--- config.mk ---
export PLATFORM = sky130hd
export DESIGN_NAME = uart_rx_fifo
export DESIGN_NICKNAME = d
export VERILOG_FILES = /design/src/rtl/uart_rx_fifo.sv
export SDC_FILE = /design/constraint.sdc
export NUM_CORES = 1
export LEC_CHECK = 0
export BUFFER_PORTS_ARGS = -buffer_cell sky130_fd_sc_hd__buf_2
export CORE_ASPECT_RATIO = 0.8
export CORE_MARGIN = 2
export CORE_UTILIZATION = 53
export CTS_CLUSTER_DIAMETER = 200
export DETAILED_ROUTE_END_ITERATION = 6
export HOLD_SLACK_MARGIN = 0.1
export PLACE_DENSITY = 0.75
export SLEW_MARGIN = 20
export SYNTH_ARGS = -nofsm -noshare
export SYNTH_HDL_FRONTEND = slang
export SYNTH_SLANG_ARGS = --single-unit
export TNS_END_PERCENT = 1
--- constraint.sdc ---
create_clock -name clk -period 2.4 [get_ports clk]
set_clock_uncertainty 0.1 [all_clocks]
set_input_delay 0.24 -clock clk [delete_from_list [all_inputs] [get_ports clk]]
set_output_delay 0.24 -clock clk [all_outputs]
set_load 0.05 [all_outputs]
--- src/rtl/uart_rx_fifo.sv ---
// uart_rx_fifo
// Frame FIFO sitting behind a UART receiver. Each entry holds the received
// byte together with its parity and stop-bit error flags. Occupancy flags are
// registered and derived from the next-state count so they always agree with
// each other. Pops have one cycle of latency. A sticky overflow flag records
// lost frames, and a saturating counter tallies every errored frame seen.
module uart_rx_fifo #(
  parameter int DEPTH    = 8,
  parameter int AW       = 3,
  parameter int AF_LEVEL = 6,
  parameter int DROP_ERR = 0
) (
  input  logic          clk,
  input  logic          rst,
  input  logic          rx_valid,
  input  logic [7:0]    rx_data,
  input  logic          rx_parity_err,
  input  logic          rx_stop_err,
  input  logic          rd_en,
  output logic [7:0]    rd_data,
  output logic          rd_parity_err,
  output logic          rd_stop_err,
  output logic          rd_valid,
  output logic          empty,
  output logic          full,
  output logic          almost_full,
  output logic [AW:0]   count,
  output logic          overflow,
  input  logic          ovf_clr,
  output logic [7:0]    err_cnt
);

  typedef logic [AW-1:0] ptr_t;
  typedef logic [AW:0]   cnt_t;
  typedef logic [9:0]    entry_t;  // {stop_err, parity_err, data}

  localparam cnt_t DEPTH_C = cnt_t'(DEPTH);
  localparam cnt_t AF_C    = cnt_t'(AF_LEVEL);

  // Storage and state
  entry_t      mem_q [DEPTH];
  ptr_t        wr_ptr_q, wr_ptr_d;
  ptr_t        rd_ptr_q, rd_ptr_d;
  cnt_t        count_q, count_d;
  logic        empty_q, empty_d;
  logic        full_q, full_d;
  logic        af_q, af_d;
  logic        ovf_q, ovf_d;
  logic        rd_valid_q;
  logic [7:0]  rd_data_q;
  logic        rd_pe_q, rd_se_q;
  logic [7:0]  err_cnt_q, err_cnt_d;

  // Per-cycle decisions
  logic        discard;
  logic        wr_accept;
  logic        wr_drop;
  logic        rd_accept;
  logic        frame_err;
  entry_t      rd_entry;

  // Classify the incoming frame and the pop request against the current flags.
  // Decisions use the registered full/empty, so a pop in the same cycle never
  // frees room for a write, and a write into an empty FIFO is never popped
  // in the same cycle.
  always_comb begin
    discard   = (DROP_ERR != 0) && rx_stop_err;
    frame_err = rx_parity_err | rx_stop_err;
    wr_accept = rx_valid && !full_q && !discard;
    wr_drop   = rx_valid &&  full_q && !discard;
    rd_accept = rd_en && !empty_q;
    rd_entry  = mem_q[rd_ptr_q];
  end

  // Next-state pointers, occupancy and flags.
  // NOTE: every output of this block is given a default first so that no path
  // leaves a variable unassigned and no latch is inferred.
  always_comb begin
    wr_ptr_d  = wr_ptr_q;
    rd_ptr_d  = rd_ptr_q;
    count_d   = count_q;
    ovf_d     = ovf_q;
    err_cnt_d = err_cnt_q;

    // Pointers are AW bits wide and DEPTH is 2**AW, so they wrap naturally.
    if (wr_accept) wr_ptr_d = wr_ptr_q + ptr_t'(1);
    if (rd_accept) rd_ptr_d = rd_ptr_q + ptr_t'(1);

    case ({wr_accept, rd_accept})
      2'b10:   count_d = count_q + cnt_t'(1);
      2'b01:   count_d = count_q - cnt_t'(1);
      default: count_d = count_q;
    endcase

    // A lost frame wins over a clear arriving in the same cycle.
    if (wr_drop)      ovf_d = 1'b1;
    else if (ovf_clr) ovf_d = 1'b0;

    // Errored frames are counted whether or not they end up stored.
    if (rx_valid && frame_err && (err_cnt_q != 8'hFF))
      err_cnt_d = err_cnt_q + 8'd1;

    empty_d = (count_d == '0);
    full_d  = (count_d == DEPTH_C);
    af_d    = (count_d >= AF_C);
  end

  // Control state, read-side output registers and status flags.
  // NOTE: sequential state is updated with non-blocking assignments only, so
  // every register samples the pre-edge values regardless of statement order.
  always_ff @(posedge clk or posedge rst) begin
    if (rst) begin
      wr_ptr_q   <= '0;
      rd_ptr_q   <= '0;
      count_q    <= '0;
      empty_q    <= 1'b1;
      full_q     <= 1'b0;
      af_q       <= 1'b0;
      ovf_q      <= 1'b0;
      err_cnt_q  <= '0;
      rd_valid_q <= 1'b0;
      rd_data_q  <= '0;
      rd_pe_q    <= 1'b0;
      rd_se_q    <= 1'b0;
    end else begin
      wr_ptr_q   <= wr_ptr_d;
      rd_ptr_q   <= rd_ptr_d;
      count_q    <= count_d;
      empty_q    <= empty_d;
      full_q     <= full_d;
      af_q       <= af_d;
      ovf_q      <= ovf_d;
      err_cnt_q  <= err_cnt_d;
      rd_valid_q <= rd_accept;
      // Popped data is held until the next successful pop.
      if (rd_accept) begin
        rd_data_q <= rd_entry[7:0];
        rd_pe_q   <= rd_entry[8];
        rd_se_q   <= rd_entry[9];
      end
    end
  end

  // Frame storage write port.
  // NOTE: the array has no reset; resetting the pointers and count is enough
  // to make stale contents unreachable, and it keeps the array mappable to RAM.
  always_ff @(posedge clk) begin
    if (wr_accept) mem_q[wr_ptr_q] <= {rx_stop_err, rx_parity_err, rx_data};
  end

  assign rd_data       = rd_data_q;
  assign rd_parity_err = rd_pe_q;
  assign rd_stop_err   = rd_se_q;
  assign rd_valid      = rd_valid_q;
  assign empty         = empty_q;
  assign full          = full_q;
  assign almost_full   = af_q;
  assign count         = count_q;
  assign overflow      = ovf_q;
  assign err_cnt       = err_cnt_q;

endmodule

==> flow_summary.html <==
<table>
<tr><th>Metric</th><th>Value</th></tr>
<tr><th colspan="2">Critical path</th></tr>
<tr><td>Cell class contributing the biggest share of worst-path delay</td><td>buffers and inverters</td></tr>
<tr><td>Crit path cell chain</td><td>dlygate4sd3_1 -&gt; buf_2 -&gt; and2b_1 -&gt; inv_2 -&gt; nand2_1 -&gt; xnor2_1 -&gt; ha_1 -&gt; a21oi_1 -&gt; a21boi_2 -&gt; nor4_1 -&gt; o31ai_1 -&gt; nor2b_1</td></tr>
<tr><td>Critical Path Fanout Max</td><td>6</td></tr>
<tr><td>WP data arrival</td><td>2540 ps</td></tr>
<tr><td>Max incr delay on CP</td><td>540 ps</td></tr>
<tr><td>Critical path endpoint category</td><td>flop</td></tr>
<tr><td>Sum of buffers and inverters on the critical path</td><td>3</td></tr>
<tr><td>Crit path capture</td><td>full</td></tr>
<tr><td>Critical path start-end classification</td><td>input pin to flop</td></tr>
<tr><td>Worst setup path startpoint</td><td>rx_valid</td></tr>
<tr><td>Register-to-register setup slack</td><td>180 ps</td></tr>
<tr><td>Endpoint required time on the critical path</td><td>2670 ps</td></tr>
<tr><td>Count of cell instances traversed by the critical path</td><td>12</td></tr>
<tr><td>Logic depth of the worst register-to-register path</td><td>10</td></tr>
<tr><td>Standard cell with the maximum stage delay on the critical path</td><td>sky130_fd_sc_hd__dlygate4sd3_1</td></tr>
<tr><td>FF-to-FF Start</td><td>empty</td></tr>
<tr><td>Sort of element at the start of the critical path</td><td>input pin</td></tr>
<tr><td>RR Endpoint</td><td>full</td></tr>
<tr><th colspan="2">Timing</th></tr>
<tr><td>Setup violators final</td><td>0</td></tr>
<tr><td>Transition time at the pin with the least slew margin</td><td>792 ps</td></tr>
<tr><td>Relative slew margins</td><td>0.472</td></tr>
<tr><td>Number of hold violations in the final report</td><td>0</td></tr>
<tr><td>Final Slew Violations</td><td>0</td></tr>
<tr><td>Fin Setup TNS</td><td>0 ps</td></tr>
<tr><td>Post-Route Hold Slack</td><td>295 ps</td></tr>
<tr><td>Achievable frequency</td><td>442 MHz</td></tr>
<tr><td>Unrepaired setup endpoints after global routing</td><td>false</td></tr>
<tr><td>Post-route clock period utilization</td><td>0.944</td></tr>
<tr><td>Fin crit period</td><td>between 2000 and 2500 ps</td></tr>
<tr><td>Worst Slack Setup Final</td><td>135 ps</td></tr>
<tr><th colspan="2">CTS</th></tr>
<tr><td>Total setup buffers inserted after CTS</td><td>0</td></tr>
<tr><td>Clock slew seen by the registers of the worst setup and hold paths</td><td>50 ps</td></tr>
<tr><td>Number of clock sinks</td><td>113</td></tr>
<tr><td>Latest clock arrival within the worst-skew pair</td><td>520 ps</td></tr>
<tr><td>Cell at the root of the clock tree</td><td>sky130_fd_sc_hd__clkbuf_8</td></tr>
<tr><td>Number of buffers on the longest clock path</td><td>2</td></tr>
<tr><td>CTS tree</td><td>done</td></tr>
<tr><td>Num CTS Buffers</td><td>17</td></tr>
<tr><td>Number of levels in the clock H-tree</td><td>4</td></tr>
<tr><th colspan="2">Synthesis</th></tr>
<tr><td>Mean area per synthesized cell</td><td>17.3 um^2</td></tr>
<tr><td>Number of standard cells after synthesis</td><td>259</td></tr>
<tr><td>Synthesized area</td><td>about 4500 um^2</td></tr>
<tr><td>Number of synthesis warnings</td><td>0</td></tr>
<tr><td>Unique cell type count in the Yosys netlist</td><td>40</td></tr>
<tr><td>Proportion of synthesized chip area in sequential cells</td><td>0.719</td></tr>
<tr><td>Flip-flop and latch count after synthesis</td><td>113</td></tr>
<tr><td>Nets in the synthesized netlist</td><td>279</td></tr>
<tr><th colspan="2">Floorplan</th></tr>
<tr><td>Number of top-level pins</td><td>between 40 and 50</td></tr>
<tr><td>Die height</td><td>between 80 and 90 um</td></tr>
<tr><td>Core Region</td><td>8370 um^2</td></tr>
<tr><td>Overall die width</td><td>107 um</td></tr>
<tr><td>DIE AREA</td><td>between 9000 and 10000 um^2</td></tr>
<tr><td>Initial core utilization</td><td>0.536</td></tr>
<tr><td>Number of rows created at floorplan</td><td>30</td></tr>
<tr><th colspan="2">Place</th></tr>
<tr><td>HPWL reported at the end of detailed placement</td><td>~5300 um</td></tr>
<tr><td>Gp weighted congestion</td><td>0.795</td></tr>
<tr><td>Number of buffers added on ports</td><td>41</td></tr>
<tr><td>Worst slack at placement</td><td>~180 ps</td></tr>
<tr><th colspan="2">Layout</th></tr>
<tr><td>Layout cell share with drive strength beyond 1</td><td>0.341</td></tr>
<tr><td>Share of the core filled with cells in the final layout</td><td>0.681</td></tr>
<tr><td>Area growth from synthesis to layout</td><td>27.0%</td></tr>
<tr><td>Final net count</td><td>368</td></tr>
<tr><td>Antenna diode instance count</td><td>0</td></tr>
<tr><th colspan="2">Detailed routing</th></tr>
<tr><td>Post-DR wirelength/cell</td><td>about 18 um</td></tr>
<tr><td>Violation count after the first detailed-route iteration</td><td>about 150</td></tr>
<tr><td>Residual DRC</td><td>0</td></tr>
<tr><td>Detailed-route via count</td><td>2525</td></tr>
<tr><td>Detailed Routing Iterations Pass 1</td><td>4</td></tr>
<tr><td>Antenna-violating nets left</td><td>0</td></tr>
<tr><td>Total wire length</td><td>between 8000 and 9000 um</td></tr>
<tr><td>Detailed-route vias per instance</td><td>5.34</td></tr>
<tr><th colspan="2">Global routing</th></tr>
<tr><td>Vias in the first global route</td><td>between 2000 and 3000</td></tr>
<tr><td>Number of antenna violations at the first check in global routing</td><td>0</td></tr>
<tr><td>Maximum number of pins on one net before global-route repair</td><td>34</td></tr>
<tr><td>First-pass GRT wire length</td><td>13300 um</td></tr>
<tr><td>Global-route usage over all layers</td><td>0.201</td></tr>
<tr><td>Overflow after GRT</td><td>0</td></tr>
<tr><th colspan="2">Hold path</th></tr>
<tr><td>Hold crit path type</td><td>input pin to async pin</td></tr>
<tr><th colspan="2">Power</th></tr>
<tr><td>Static leakage power</td><td>2.24 nW</td></tr>
<tr><td>Worst IR Drop VDD</td><td>0.000787 V</td></tr>
<tr><td>Power density over the cells</td><td>1420 nW/um^2</td></tr>
<tr><th colspan="2">Run</th></tr>
<tr><td>MaxCap Viol Count</td><td>0</td></tr>
<tr><th colspan="2">Status</th></tr>
<tr><td>Outcome</td><td>completed</td></tr>
</table>
cell usage in the layout (no fill, tap or decap), types with 11 or more instances in the layout:
cell type                       synthesis  final
sky130_fd_sc_hd__buf_2                  3     41
sky130_fd_sc_hd__buf_4                  2     23
sky130_fd_sc_hd__clkbuf_16              0     17
sky130_fd_sc_hd__dfrtp_1               32     32
sky130_fd_sc_hd__dlygate4sd3_1          0     15
sky130_fd_sc_hd__edfxtp_1              80     80
sky130_fd_sc_hd__mux2i_1               11     11
sky130_fd_sc_hd__mux4_2                20     20
sky130_fd_sc_hd__nand2_1               27     27
sky130_fd_sc_hd__o21ai_0               11     11
power breakdown:
| group | leakage, nW | internal (W) | switching [W] | total, W |
|---|---|---|---|---|
| sequential | 1.13 | 0.00259 | 0.000345 | 0.00293 |
| clock | 0.282 | 0.00158 | 0.000792 | 0.00238 |
| combinational | 0.834 | 0.00107 | 0.00170 | 0.00277 |
| total | 2.24 | 0.00524 | 0.00284 | 0.00808 |
area by class of cell:
cell class                      instances  area (um^2)
Clock buffer                           26          489
Timing Repair Buffer                   80          548
Fill cell                             556         2670
Sequential cell                       113         3230
Clock inverter                          6         80.1
Tap cell                              112          140
Inverter                                6         22.5
Multi-Input combinational cell        130         1190
worst register-to-register path, stage by stage, from the launching register on:
cell and delay, ps:
sky130_fd_sc_hd__dfstp_2 360, sky130_fd_sc_hd__nand2b_2 200, sky130_fd_sc_hd__inv_2 130, sky130_fd_sc_hd__nand2_1 80, sky130_fd_sc_hd__xnor2_1 130, sky130_fd_sc_hd__ha_1 190
sky130_fd_sc_hd__a21oi_1 180, sky130_fd_sc_hd__a21boi_2 240, sky130_fd_sc_hd__nor4_1 80, sky130_fd_sc_hd__o31ai_1 310, sky130_fd_sc_hd__nor2b_1 100
how the worst min path moves through the flow:
stage / start / to / cells after the start
floorplan: rx_data[0] / mem_q[0][0] / 0
global placement: rst / err_cnt[6] / 3
detailed placement: rst / rd_parity_err / 3
CTS: rst / err_cnt[4] / 4
global route: rst / err_cnt[7] / 4
finish: rst / err_cnt[4] / 4
through the flow:
step           power (W)  std cells  instance area, um^2
2_1_floorplan    0.00496        259                 4500
3_3_place_gp     0.00563        426                 4970
3_5_place_dp     0.00570        426                 4970
4_1_cts          0.00813        473                 5690
5_1_grt          0.00846        473                 5700
6_report         0.00808        473                 5700
cell families after synthesis:
group,Yosys count,synth area share
XOR/XNOR,14,0.0290
adder cells (fa/ha/maj),5,0.0139
buffers and inverters,16,0.0176
AND/OR/NAND/NOR,59,0.0652
AO/OA/AOI/OAI,20,0.0276
multiplexers,32,0.127
flip-flops,113,0.719
what timing repair did:
item	4_1_cts	5_1_grt
hold buffers	15	0
gates resized for setup	0	2
setup endpoints to repair	0	1
hold endpoints to repair	117	0
flip-flops by register name, summed over array words and instances (netlist names):
name           cells
almost_full        1
rd_parity_err      1
rd_ptr_q           3
err_cnt            8
mem_q             80
count              4
overflow           1
rd_data            8
rd_valid           1
rd_stop_err        1
wr_ptr_q           3
empty              1
full               1
layer usage:
metal | up-vias | GRT usage | share of wire | routed length, um
met5 | - | 0 | 0 | 0
met4 | 0 | 0.116 | 0.028 | 231
met3 | 17 | 0.0549 | 0.038 | 311
met2 | 55 | 0.305 | 0.48 | 3950
met1 | 1281 | 0.266 | 0.46 | 3790
li1 | 1172 | - | - | -
cells in the mapped netlist (all sizes together):
library cell | number | area share
xor2 | 5 | 0.011
a21oi | 2 | 0.0031
a21o | 1 | 0.0020
mux4 | 20 | 0.10
dfstp | 1 | 0.0059
xnor2 | 9 | 0.018
ha | 5 | 0.014
a21boi | 1 | 0.0017
nor3 | 4 | 0.0045
nor2b | 1 | 0.0014
dfrtp | 32 | 0.18
o22ai | 1 | 0.0014
buf | 6 | 0.0092
a31oi | 1 | 0.0014
o21a | 1 | 0.0017
mux2i | 11 | 0.025
o221a | 1 | 0.0025
nand4 | 4 | 0.0056
nor3b | 2 | 0.0033
nor4 | 1 | 0.0014
inv | 6 | 0.0050
mux2 | 1 | 0.0025
and3 | 1 | 0.0014
o21ai | 11 | 0.012
nor2 | 9 | 0.0075
o31ai | 1 | 0.0017
nand2 | 27 | 0.023
clkbuf | 4 | 0.0033
and4b | 1 | 0.0022
and2b | 2 | 0.0033
nand3 | 1 | 0.0011
nor4b | 2 | 0.0053
edfxtp | 80 | 0.54
nand2b | 4 | 0.0056
No activity file was read; power rests on OpenSTA's default activity.
